--- src/rtl/audio_pkg.sv ---
// Shared types and constants for the audio mix scheduler: pan encodings,
// configuration reset value and the frame sequencing FSM states.
package audio_pkg;

  typedef enum logic [1:0] {
    PAN_OFF  = 2'b00,
    PAN_L    = 2'b01,
    PAN_R    = 2'b10,
    PAN_BOTH = 2'b11
  } pan_e;

  typedef enum logic [1:0] {
    IDLE  = 2'b00,
    LATCH = 2'b01,
    ACCUM = 2'b10,
    SAT   = 2'b11
  } state_e;

  localparam logic [7:0] CFG_RESET = 8'h3F;

  function automatic logic [3:0] cfg_gain(input logic [7:0] cfg);
    return cfg[3:0];
  endfunction

  function automatic pan_e cfg_pan(input logic [7:0] cfg);
    return pan_e'(cfg[5:4]);
  endfunction

endpackage

--- src/rtl/audio_gain_mac.sv ---
// Shared combinational gain stage: term = (s*(g+1))>>4, added to the left
// and/or right accumulator according to the channel pan setting.
module audio_gain_mac
  import audio_pkg::*;
#(
  parameter int SW = 8,
  parameter int AW = 11
) (
  input  logic [SW-1:0] sample_i,
  input  logic [7:0]    cfg_i,
  input  logic [AW-1:0] acc_l_i,
  input  logic [AW-1:0] acc_r_i,
  output logic [AW-1:0] acc_l_o,
  output logic [AW-1:0] acc_r_o
);

  localparam int PW = SW + 4;

  logic [PW-1:0] gain_s;
  logic [PW-1:0] prod_s;
  logic [SW-1:0] term_s;

  // Scale the sample and steer the term into the selected accumulators
  always_comb begin
    gain_s  = PW'(cfg_gain(cfg_i)) + PW'(1);
    prod_s  = PW'(sample_i) * gain_s;
    term_s  = prod_s[PW-1:4];
    acc_l_o = acc_l_i;
    acc_r_o = acc_r_i;
    case (cfg_pan(cfg_i))
      PAN_L: begin
        acc_l_o = acc_l_i + AW'(term_s);
      end
      PAN_R: begin
        acc_r_o = acc_r_i + AW'(term_s);
      end
      PAN_BOTH: begin
        acc_l_o = acc_l_i + AW'(term_s);
        acc_r_o = acc_r_i + AW'(term_s);
      end
      default: begin
        acc_l_o = acc_l_i;
        acc_r_o = acc_r_i;
      end
    endcase
  end

endmodule

--- src/rtl/audio_mix_scheduler.sv ---
// Time-division mixer: once per frame, sequences one shared gain/pan MAC over
// NCH sources and delivers saturated left/right samples to the DACs.
module audio_mix_scheduler
  import audio_pkg::*;
#(
  parameter int NCH       = 5,
  parameter int SW        = 8,
  parameter int OW        = 9,
  parameter int FRAME_DIV = 64
) (
  input  logic              clk,
  input  logic              rst_n,
  input  logic [NCH*SW-1:0] ch_sample,
  input  logic              cfg_we,
  input  logic [2:0]        cfg_addr,
  input  logic [7:0]        cfg_wdata,
  output logic [OW-1:0]     out_left,
  output logic [OW-1:0]     out_right,
  output logic              out_valid,
  output logic              busy
);

  localparam int AW = SW + 3;
  localparam int CW = (FRAME_DIV > 1) ? $clog2(FRAME_DIV) : 1;
  localparam int IW = 3;
  localparam logic [AW-1:0] OMAX = AW'((2 ** OW) - 1);

  function automatic logic [OW-1:0] sat_clamp(input logic [AW-1:0] acc);
    if (acc > OMAX) begin
      sat_clamp = {OW{1'b1}};
    end else begin
      sat_clamp = acc[OW-1:0];
    end
  endfunction

  state_e                   state_q, state_d;
  logic [CW-1:0]            cnt_q, cnt_d;
  logic [IW-1:0]            idx_q, idx_d;
  logic [AW-1:0]            acc_l_q, acc_l_d, acc_r_q, acc_r_d;
  logic [NCH-1:0][SW-1:0]   samp_q, samp_d;
  logic [NCH-1:0][7:0]      shadow_q, shadow_d, active_q, active_d;
  logic [OW-1:0]            out_left_q, out_left_d, out_right_q, out_right_d;
  logic                     out_valid_q, out_valid_d, busy_q, busy_d;
  logic                     tick_s;
  logic [SW-1:0]            mac_samp_s;
  logic [7:0]               mac_cfg_s;
  logic [AW-1:0]            mac_l_s, mac_r_s;

  // Select the channel currently being accumulated; out-of-range idx reads zero
  always_comb begin
    mac_samp_s = '0;
    mac_cfg_s  = 8'h00;
    for (int k = 0; k < NCH; k++) begin
      if (idx_q == IW'(k)) begin
        mac_samp_s = samp_q[k];
        mac_cfg_s  = active_q[k];
      end else begin
        mac_samp_s = mac_samp_s;
        mac_cfg_s  = mac_cfg_s;
      end
    end
  end

  audio_gain_mac #(.SW(SW), .AW(AW)) u_mac (
    .sample_i (mac_samp_s),
    .cfg_i    (mac_cfg_s),
    .acc_l_i  (acc_l_q),
    .acc_r_i  (acc_r_q),
    .acc_l_o  (mac_l_s),
    .acc_r_o  (mac_r_s)
  );

  assign tick_s = (cnt_q == CW'(FRAME_DIV - 1));

  // Frame counter, config shadow writes and frame sequencing next state
  always_comb begin
    state_d     = state_q;
    idx_d       = idx_q;
    acc_l_d     = acc_l_q;
    acc_r_d     = acc_r_q;
    samp_d      = samp_q;
    shadow_d    = shadow_q;
    active_d    = active_q;
    out_left_d  = out_left_q;
    out_right_d = out_right_q;
    out_valid_d = 1'b0;

    if (tick_s) begin
      cnt_d = '0;
    end else begin
      cnt_d = cnt_q + CW'(1);
    end

    for (int k = 0; k < NCH; k++) begin
      if (cfg_we && (cfg_addr == IW'(k))) begin
        shadow_d[k] = cfg_wdata;
      end else begin
        shadow_d[k] = shadow_q[k];
      end
    end

    case (state_q)
      IDLE: begin
        if (tick_s) begin
          state_d = LATCH;
        end else begin
          state_d = IDLE;
        end
      end
      LATCH: begin
        samp_d   = ch_sample;
        active_d = shadow_q;
        acc_l_d  = '0;
        acc_r_d  = '0;
        idx_d    = '0;
        state_d  = ACCUM;
      end
      ACCUM: begin
        acc_l_d = mac_l_s;
        acc_r_d = mac_r_s;
        idx_d   = idx_q + IW'(1);
        // Last channel: clamp the final sums so they are presented during SAT
        if (idx_q == IW'(NCH - 1)) begin
          state_d     = SAT;
          out_left_d  = sat_clamp(mac_l_s);
          out_right_d = sat_clamp(mac_r_s);
          out_valid_d = 1'b1;
        end else begin
          state_d = ACCUM;
        end
      end
      SAT: begin
        state_d = IDLE;
      end
      default: begin
        state_d = IDLE;
      end
    endcase

    busy_d = (state_d != IDLE);
  end

  // State and datapath registers with synchronous active-low reset
  always_ff @(posedge clk) begin
    if (!rst_n) begin
      state_q     <= IDLE;
      cnt_q       <= '0;
      idx_q       <= '0;
      acc_l_q     <= '0;
      acc_r_q     <= '0;
      samp_q      <= '0;
      shadow_q    <= {NCH{CFG_RESET}};
      active_q    <= {NCH{CFG_RESET}};
      out_left_q  <= '0;
      out_right_q <= '0;
      out_valid_q <= 1'b0;
      busy_q      <= 1'b0;
    end else begin
      state_q     <= state_d;
      cnt_q       <= cnt_d;
      idx_q       <= idx_d;
      acc_l_q     <= acc_l_d;
      acc_r_q     <= acc_r_d;
      samp_q      <= samp_d;
      shadow_q    <= shadow_d;
      active_q    <= active_d;
      out_left_q  <= out_left_d;
      out_right_q <= out_right_d;
      out_valid_q <= out_valid_d;
      busy_q      <= busy_d;
    end
  end

  assign out_left  = out_left_q;
  assign out_right = out_right_q;
  assign out_valid = out_valid_q;
  assign busy      = busy_q;

endmodule
--- config.mk ---
export PLATFORM = sky130hd
export DESIGN_NAME = audio_mix_scheduler
export DESIGN_NICKNAME = d
export VERILOG_FILES = /design/src/rtl/audio_pkg.sv /design/src/rtl/audio_gain_mac.sv /design/src/rtl/audio_mix_scheduler.sv
export SDC_FILE = /design/constraint.sdc
export NUM_CORES = 1
export LEC_CHECK = 0
export ABC_CLOCK_PERIOD_IN_PS = 7300
export CORE_MARGIN = 1
export CORE_UTILIZATION = 53
export DETAILED_ROUTE_END_ITERATION = 8
export PLACE_DENSITY = 0.75
export SLEW_MARGIN = 20
export SYNTH_ARGS = -nofsm -noshare
export SYNTH_HDL_FRONTEND = slang
export SYNTH_SLANG_ARGS = --single-unit
--- constraint.sdc ---
create_clock -name clk -period 7.3 [get_ports clk]
set_input_delay 1.095 -clock clk [delete_from_list [all_inputs] [get_ports clk]]
set_output_delay 1.095 -clock clk [all_outputs]
set_load 0.1 [all_outputs]
-- After elaboration in Yosys (flattened, before gate mapping)
Cells that the tools add are included.
- add/sub/neg operators: 5
- $mul: 1
- order comparisons: 2
- equality and inequality tests: 15
- muxes and demuxes: 21
- bitwise logic cells: 1
- reductions and logical operators: 15
- operators by type and width (kind ; number):
    $pmux 11 s2 ; 2
    $mux 8 ; 5
    $mux 6 ; 5
    $add 11x8->11 ; 2
    $gt 11x9->1 const B ; 2
    $mux 11 ; 2
    $mux 9 ; 2
    $eq 3x2->1 const B ; 4
    $mul 8x12->12 ; 1
    $eq 2x2->1 const B ; 4
    $pmux 2 s4 ; 1
    $add 6x1->6 const B ; 1
    $eq 3x1->1 const B ; 2
    $eq 3x3->1 const B ; 2
    $eq 6x6->1 const B ; 1
    $logic_not 3->1 ; 2
    $pmux 3 s2 ; 1
    $reduce_or 2->1 ; 3
    $add 4x1->5 const B ; 1
    $logic_and 1x1->1 ; 5
    $eq 2x1->1 const B ; 2
    $reduce_and 2->1 ; 2
    $reduce_bool 2->1 ; 2
    $add 3x1->3 const B ; 1
    3 further kinds ; 5
- flip-flop bits (word level): 153
- bits of input ports: 54
- output and inout port bits: 20
- word-level logic and storage cells: 84

-- Longest topological paths before layout
Gate-level depths: netlist of the first run.
- depth in word-level cells: 12
- mapped depth: 33

-- By module
A second synthesis of the first run with hierarchy kept.
- cell total of the unflattened synthesis: 978
- area, all modules: 9288.9 µm²
- by module, submodules not included (module ; times used ; cells each ; area an instance (µm²) ; sequential area each (µm²)):
    audio_mix_scheduler ; 1 ; 719 ; 7153.1 ; 3463.3
    audio_gain_mac ; 1 ; 259 ; 2135.8 ; 0.0

-- Least setup slack after synthesis of the first run
No wires, ideal clock.
- path type: register -> register
- from: reg idx_q[2]
- to: reg out_right_q[7], in the netlist out_right[7]
- setup time: 123 ps
- arrival time: 7290 ps
- path slack: -113 ps
- cell stages (with the launch flop): 30
- path buffers: 4
- period minus slack after synthesis: 7413 ps
- path through: dfxtp_1 > clkbuf_1 > inv_1 > ha_1 > buf_6 > or2_1 > buf_6 > a211o_1 > and2_1 > clkbuf_1 > inv_1 > ha_1 > nand3b_1 > or2_1 > fa_1 > fa_1 > fa_1 > inv_1 > ha_1 > a21o_1 > a21oi_1 > o41ai_4 > a211oi_1 > xnor2_1 > ha_1 > or4_1 > or4_1 > a31oi_1 > mux2_2 > a31oi_1
- word-level cells in the longest chain between the ends: 12
- elaborated cells on any way between the ends: 25
- classes of those cells: 2 x add/sub; 1 x mul; 1 x order compare; 6 x eq/ne; 12 x mux; 3 x reduce/logical
- RTL lines (element ; line ; RTL):
    start: declaration ; audio_mix_scheduler.sv:38 ; logic [IW-1:0] idx_q, idx_d;
    start signal: assignment ; audio_mix_scheduler.sv:161 ; idx_q <= idx_d;
    $logic_not 3->1 ; audio_mix_scheduler.sv:54 ; if (idx_q == IW'(k)) begin
    $mux 6 (5 in series) ; audio_mix_scheduler.sv:54 ;
    $add 4x1->5 ; audio_gain_mac.sv:25 ; gain_s = PW'(cfg_gain(cfg_i)) + PW'(1);
    $mul 8x12->12 ; audio_gain_mac.sv:26 ; prod_s = PW'(sample_i) * gain_s;
    $add 11x8->11 ; audio_gain_mac.sv:35, audio_gain_mac.sv:39 ;
    $mux 11 ; -- ;
    $gt 11x9->1 ; audio_mix_scheduler.sv:29 ; if (acc > OMAX) begin
    $mux 9 ; audio_mix_scheduler.sv:29 ;
    end signal: assignment ; audio_mix_scheduler.sv:168 ; out_right_q <= out_right_d;
    end: declaration ; audio_mix_scheduler.sv:42 ; logic [OW-1:0] out_left_q, out_left_d, out_right_q, out_right_d;
Parallel ways exist; a longest one is shown, timed or not.
A chain may end at the register's enable or synchronous reset.

-- Worst setup path in the final report of the first run
- from: reg idx_q[0]
- to: reg out_right_q[6], in the netlist out_right[6]
The elaborated chain is that of the path after synthesis.

==> results.md, run 1 <==
- Hold WC Path Type: reg -> reg
- Pin count of the biggest net entering global routing: 94
- Startpoint types: flop
- Worst R2R End: out_right[6]
- Avg WL per Cell: ~16 um
- H-Tree Depth: 4
- Leak Pwr: between 4 and 5 nW
- GRT met2 Usage: 41.6%
- Starting density of the core: between 50% and 60%
- Critical setup path kind: reg -> reg
- Synth unique cells: 72
- Tcrit/Tclk final: about 98%
- Clk slew on worst S/H paths: roughly 0.060 ns
- Most Used Layer, Global Route: met2
- Post-Synthesis Cells: roughly 980
- Die Y: 130 um
- Overall Global Routing Usage: about a quarter
- CTS tree: done
- Met3 track demand over resource: under 10%
- First-pass DRT Iterations: 5
- P per Cell Area: approximately 170 nW/um2
- Core area: about 16,000 um2
- Fin worst setup slack: between 0.15 and 0.2 ns
- Clk_skew: approximately 0.0099 ns
- Post-Syn Area: just under 9000 um2
- Final Setup Violations: 0
- Routing usage on met1: 36.4%
- Core Rows: 46
- Worst r2r path cells: 26
- Final Max Slew Viols: 0
- Dpl ws: between 0.02 and 0.025 ns
- Detailed Place HPWL: ~15,000 um
- Via-to-Cell Ratio: between 5 and 6
- Clock tree root buffer cell: clkbuf_16
- Die Area: about 17,000 um2
- Ys async rst share: 0%
- Post-synth EDFFs: 0
- Final hold vios: 0
- Post-DRT Antenna Nets: 0
- Antenna Cells: 0
- Vias in the first global route: between 6,000 and 7,000
- CP Capture Type: flop
- Area Overhead vs Synth: 23.1%
- Share of layout cells above drive strength 1: between 10% and 20%
- Synthesized area per cell: 8.82 um2
- IO Pins: between 70 and 80
- Die Wd: 130 um
- Worst-margin pin slew: roughly 0.99 ns
- Fillers: 1,316
- Worst EP required: 7.63 ns
- Reg2reg setup slack: around 0.18 ns
- IO Port Bufs: 71
- Min Tclk post-route: ~7.1 ns
- Gp weighted congestion: approximately 0.9
- Syn nets: ~1,100
- Crit path max fanout: 6
- Clock Path Buffers: 2
- Synth warn: 0
- Synth Flop Type: dfxtp_1
- Synth Register Bits: between 150 and 200
- Outcome: complete, no violations
- DRT iter0 DRCs: 469
- Maximum clock rate: 140 MHz
- Hold_sp: cnt_q[0]
- First-pass GRT wire length: approximately 34,000 um
- Post-synthesis sequential area ratio: a little over a third
- Clock sinks: between 150 and 200
- Yosys top cell by area: dfxtp_1
- Synth area leaders: dfxtp_1 35%, mux2i_1 9.9%, ha_1 6.4%
- Worst-Skew Late Latency: around 0.44 ns
- Fin nets: 1,195
- Slew margin rel.: 33.8%
- TritonCTS buffer count: 17
- Critical path arrival: between 7 and 8 ns
- Max Cap Viol: 0
- Grt ovf: 0
- Synth top area share: 35.4%
- WL final: 21,000 um
- Total number of vias: a little over 7,000
- Hold Path Sink: cnt_q[0]
- Remaining routing DRC violations: 0
- Initial antenna violation count: 0
- Worst VDD drop: approximately 0.23 mV
- R2r startpoint: idx_q[0]
- Hold Path Cell Cnt: 1
- Final core occ: around two thirds
## cell usage after synthesis (4+ instances only)
cell type / number
nor2_1: 37
o21ai_1: 4
a221o_1: 4
nor3_1: 8
and3_1: 8
nand2_1: 115
inv_1: 60
dfxtp_1: 153
a21oi_1: 53
nand3b_1: 14
o21ai_0: 34
and2_1: 24
o31ai_1: 7
mux2i_1: 86
fa_1: 18
a211oi_1: 6
nor2b_1: 63
buf_2: 7
or4_1: 7
or2_1: 6
clkbuf_1: 34
o221a_2: 9
xnor2_1: 12
a21boi_0: 6
o211ai_1: 6
xor2_1: 10
o22ai_1: 13
o21a_1: 9
nand2b_1: 10
ha_1: 44
buf_1: 8
nand3_1: 40
## worst max-delay path, cell delays in order, from the launching register on
cell and delay, ns:
dfxtp_2 0.34, ha_1 0.20, ha_2 0.20, or2_4 0.27, a211o_1 0.29, and2_4 0.18, inv_2 0.08, ha_4 0.15
nand3b_1 0.17, or2_1 0.29, fa_1 0.57, fa_1 0.45, fa_1 0.56, inv_1 0.05, ha_1 0.29, buf_4 0.13
nand2_1 0.08, o41ai_4 0.43, or3_1 0.19, o311ai_2 0.09, buf_4 0.16, ha_1 0.19, or4_1 0.55, or4_1 0.50
a31oi_2 0.23, mux2i_1 0.12, o221a_2 0.25
## cell families after synthesis
| logic type | Yosys count | synth area share, % |
|---|---|---|
| adder cells (fa/ha/maj) | 62 | 10.5 |
| multiplexers | 88 | 10.2 |
| AO/OA/AOI/OAI | 196 | 15.9 |
| AND/OR/NAND/NOR | 350 | 20.7 |
| flip-flops | 153 | 35.4 |
| buffers and inverters | 111 | 5.09 |
| XOR/XNOR | 22 | 2.23 |
## worst max-delay path by stage
stage              from            to  slack [ns]  cells after the start
6_report       idx_q[0]  out_right[6]        0.18                     26
5_1_grt        idx_q[1]   out_left[6]       -0.09                     28
4_1_cts        idx_q[0]  out_right[6]        0.01                     27
3_5_place_dp   idx_q[0]  out_right[2]        0.02                     26
3_3_place_gp   idx_q[0]  out_right[7]        0.12                     26
2_1_floorplan  idx_q[2]  out_right[7]       0.003                     29
## registers in the layout, summed over array words and instances, names as in the netlist
name       flops
busy           1
out_left       9
out_right      9
acc_l_q       11
samp_q        40
cnt_q          6
acc_r_q       11
active_q      30
state_q        2
idx_q          3
shadow_q      30
out_valid      1
## placed cells by master (no fill, tap or decap), drive strengths merged, types with 4 or more instances in the layout
cell           netlist  layout
a21boi               6       6
xnor2               12      12
o221a               10      10
o21a                 9       9
o41ai                4       4
nor2b               63      63
xor2                10      10
mux2i               86      86
dfxtp              153     153
nor2                37      37
o21ai               38      38
o211ai               7       7
ha                  44      44
nand2b              10      10
clkdlybuf4s50        0      70
a221o                4       4
or2                  8       8
and3                 8       8
nand2              115     115
clkbuf              34      19
clkinv               0       5
o22ai               13      13
fa                  18      18
a211oi              10      10
nand3b              14      14
a21oi               53      53
buf                 17      59
and2                24      24
inv                 60      66
o31ai                8       8
nor3                 8       8
nand3               40      40
or4                  7       7
## what timing repair did
item,CTS,global route
setup endpoints to repair,14,28
hold buffers,0,0
hold endpoints to repair,0,0
resized for setup,4,39
pin swaps,1,11
buffers inserted,0,6
## through the flow
step	instances	area, um2	setup TNS (ns)	hold WS, ns	power (mW)
floorplan	982	8660	0	0.418	0.888
global placement	1270	9840	0	0.430	0.925
detailed placement	1270	9840	0	0.459	0.926
CTS	1302	10400	0	0.470	1.79
global route	1308	10700	-1.07	0.484	1.83
finish	1308	10700	0	0.462	1.78
## layout make-up
class / instances / area, um2 / area share [%]
Sequential cell: 153 / 3060 / 28.8
Clock inverter: 13 / 135 / 1.27
Tap cell: 216 / 270 / 2.54
Timing Repair Buffer: 129 / 1160 / 10.8
Clock buffer: 19 / 443 / 4.16
Inverter: 60 / 225 / 2.11
Multi-Input combinational cell: 718 / 5360 / 50.3
## layer usage
metal	part of all wire, %	vias to the layer above
li1	-	3637
met1	48	3399
met2	46	154
met3	4.3	29
met4	1.3	0
met5	0	-
## power breakdown
group / switching (mW) / internal [mW] / total (mW) / leakage (nW)
combinational: 0.0269 / 0.0350 / 0.0619 / 2.67
clock: 0.381 / 0.488 / 0.868 / 0.283
sequential: 0.00381 / 0.841 / 0.845 / 1.24
total: 0.412 / 1.36 / 1.78 / 4.19
Note: power is estimated with default switching activity, not from simulation.
==> inputs of run 2 (changes only) <==
- CORE_UTILIZATION: 53 -> 54
- SYNTH_HIERARCHICAL: not set -> 1
==> results.md, run 2 <==
- Fin worst setup slack: between 0.2 and 0.3 ns
- Die Area: 16,300 um2
- Clock tree root buffer cell: clkbuf_16
- WL final: about 19,000 um
- Non-filler instance count after layout: about 1,200
- End of the critical path: out_left[5]
- First-pass DRT Iterations: 5
- Pin count of the biggest net entering global routing: 106
- CTS Hold Bufs: 0
- Final Max Slew Viols: 0
- Antenna Cells: 0
- Critical setup path kind: reg -> reg
- Post-DRT Antenna Nets: 0
- CP max stage delay: approximately 0.55 ns
- Worst-Skew Late Latency: between 0.4 and 0.5 ns
- First-pass GRT wire length: 31,100 um
- Core Rows: between 40 and 50
- Leak Pwr: between 4 and 5 nW
- Grt ovf: 0
- CTS tree: done
- CP Capture Type: flop
- Top Registers: samp_q: 40 flops, active_q: 30 flops, shadow_q: 30 flops
- Post-Synthesis Cells: 904
- Dpl cells: roughly 1,200
- Worst EP required: between 7 and 8 ns
- Cell mode on critical path: buf_4
- Crit path max fanout: 9
- Reg2reg setup slack: roughly 0.25 ns
- Maximum clock rate: ~140 MHz
- Clk slew on worst S/H paths: approximately 0.06 ns
- Total negative slack: 0 ns
- Fillers: ~1,200
- Final instance area: 10,400 um2
- Clock sinks: 153
- Hold_sp: cnt_q[0]
- IO Pins: between 70 and 80
- Worst r2r path cells: 29
- Final hold vios: 0
- Tcrit/Tclk final: between 90% and 100%
- IO Port Bufs: 71
- Area of the multi-input gates: 5420 um2
- Syn nets: 1,024
- Reg with most FFs: samp_q
- Max Cap Viol: 0
- Synth warn: 6
- Placed cell areas: about 9400 um2
- Most frequent cells in the layout: 153 x dfxtp_1, 103 x nand2_1, 102 x nor2b_1
- Commonest non-fill, non-tap cell in the layout: dfxtp_1
- Startpoint types: flop
- Overall Global Routing Usage: 24.0%
- Outcome: complete, no violations
- Max FFs per register: 40
- Fin nets: 1,088
- Final Setup Violations: 0
- Worst-margin pin slew: between 1 and 1.5 ns
- P per Cell Area: 173 nW/um2
- Slew margin rel.: 31.8%
- Hold WC Path Type: reg -> reg
- Post-Syn Area: roughly 8500 um2
- Remaining routing DRC violations: 0
- Core area: 15,300 um2
- Detailed Place HPWL: between 10,000 and 15,000 um
- Crit-path slowest cell: fa_1
- Clock Path Buffers: 2
- Gp weighted congestion: 0.847
- H-Tree Depth: 4
- Hold Path Cell Cnt: 1
- TritonCTS buffer count: 17
- Register area: around 3000 um2
- Final core occ: around 70%
- Die Wd: roughly 130 um
- R2r startpoint: idx_q[0]
- Total number of vias: ~6,600
- Starting density of the core: 55.6%
- Worst R2R End: out_left[5]
- Die Y: approximately 130 um
- Critical path arrival: between 7 and 8 ns
- Area Overhead vs Synth: 22.3%
- DRT iter0 DRCs: 446
- Vias in the first global route: 6,305
- Min Tclk post-route: 7.05 ns
- Share of layout cells above drive strength 1: 12.7%
- Worst setup path startpoint: idx_q[0]
- Synthesized area per cell: around 9.4 um2
- Worst VDD drop: 0.205 mV
- Via-to-Cell Ratio: between 5 and 6
- Dpl ws: -0.101 ns
- Avg WL per Cell: 16.2 um
- Clk_skew: approximately 0.012 ns
- Initial antenna violation count: 0
[run 2: how the worst min path moves through the flow]
stage	endpoint	slack, ns
final	cnt_q[0]	0.45
after global routing	cnt_q[0]	0.49
after CTS	cnt_q[0]	0.45
after detailed placement	cnt_q[0]	0.44
after global placement	cnt_q[0]	0.43
after floorplan	cnt_q[0]	0.42
[run 2: critical path: cells and delay by family, from the launching register on]
family,cells,cell delay [ns]
buffers and inverters,6,0.90
AND/OR/NAND/NOR,7,1.31
adder cells (fa/ha/maj),6,2.56
flip-flops,1,0.34
AO/OA/AOI/OAI,8,1.55
XOR/XNOR,2,0.28
[run 2: per-stage QoR]
stage	power, mW	hold WS (ns)
2_1_floorplan	0.889	0.418
3_3_place_gp	0.925	0.433
3_5_place_dp	0.925	0.445
4_1_cts	1.82	0.454
5_1_grt	1.87	0.492
6_report	1.81	0.453
[run 2: what timing repair did]
action	in CTS	in global routing
setup buffers	0	3
pin swaps	0	10
endpoints found under the setup margin	18	23
endpoints found under the hold margin	0	0
cloned	0	2
resized for setup	5	40
[run 2: per-layer routing]
metal	GRT usage [%]	wire, um	up-vias
met2	39.2	9350	108
met5	0	0	-
met4	5.54	180	0
met3	4.44	590	18
met1	33.0	9150	3216
li1	-	-	3267
[run 2: power by group]
group / switching, mW / leakage, nW / internal [mW]
logic: 0.0266 / 2.77 / 0.0370
clock network: 0.383 / 0.295 / 0.517
registers: 0.00309 / 1.24 / 0.840
total: 0.413 / 4.30 / 1.39
[run 2: layout make-up]
type	count	area share [%]
clock buffers	17	4.08
well taps	211	2.53
inverters	34	1.22
multi-input cells	660	52.0
clock inverters	15	1.74
flip-flops and latches	153	29.4
repair buffers	102	9.06
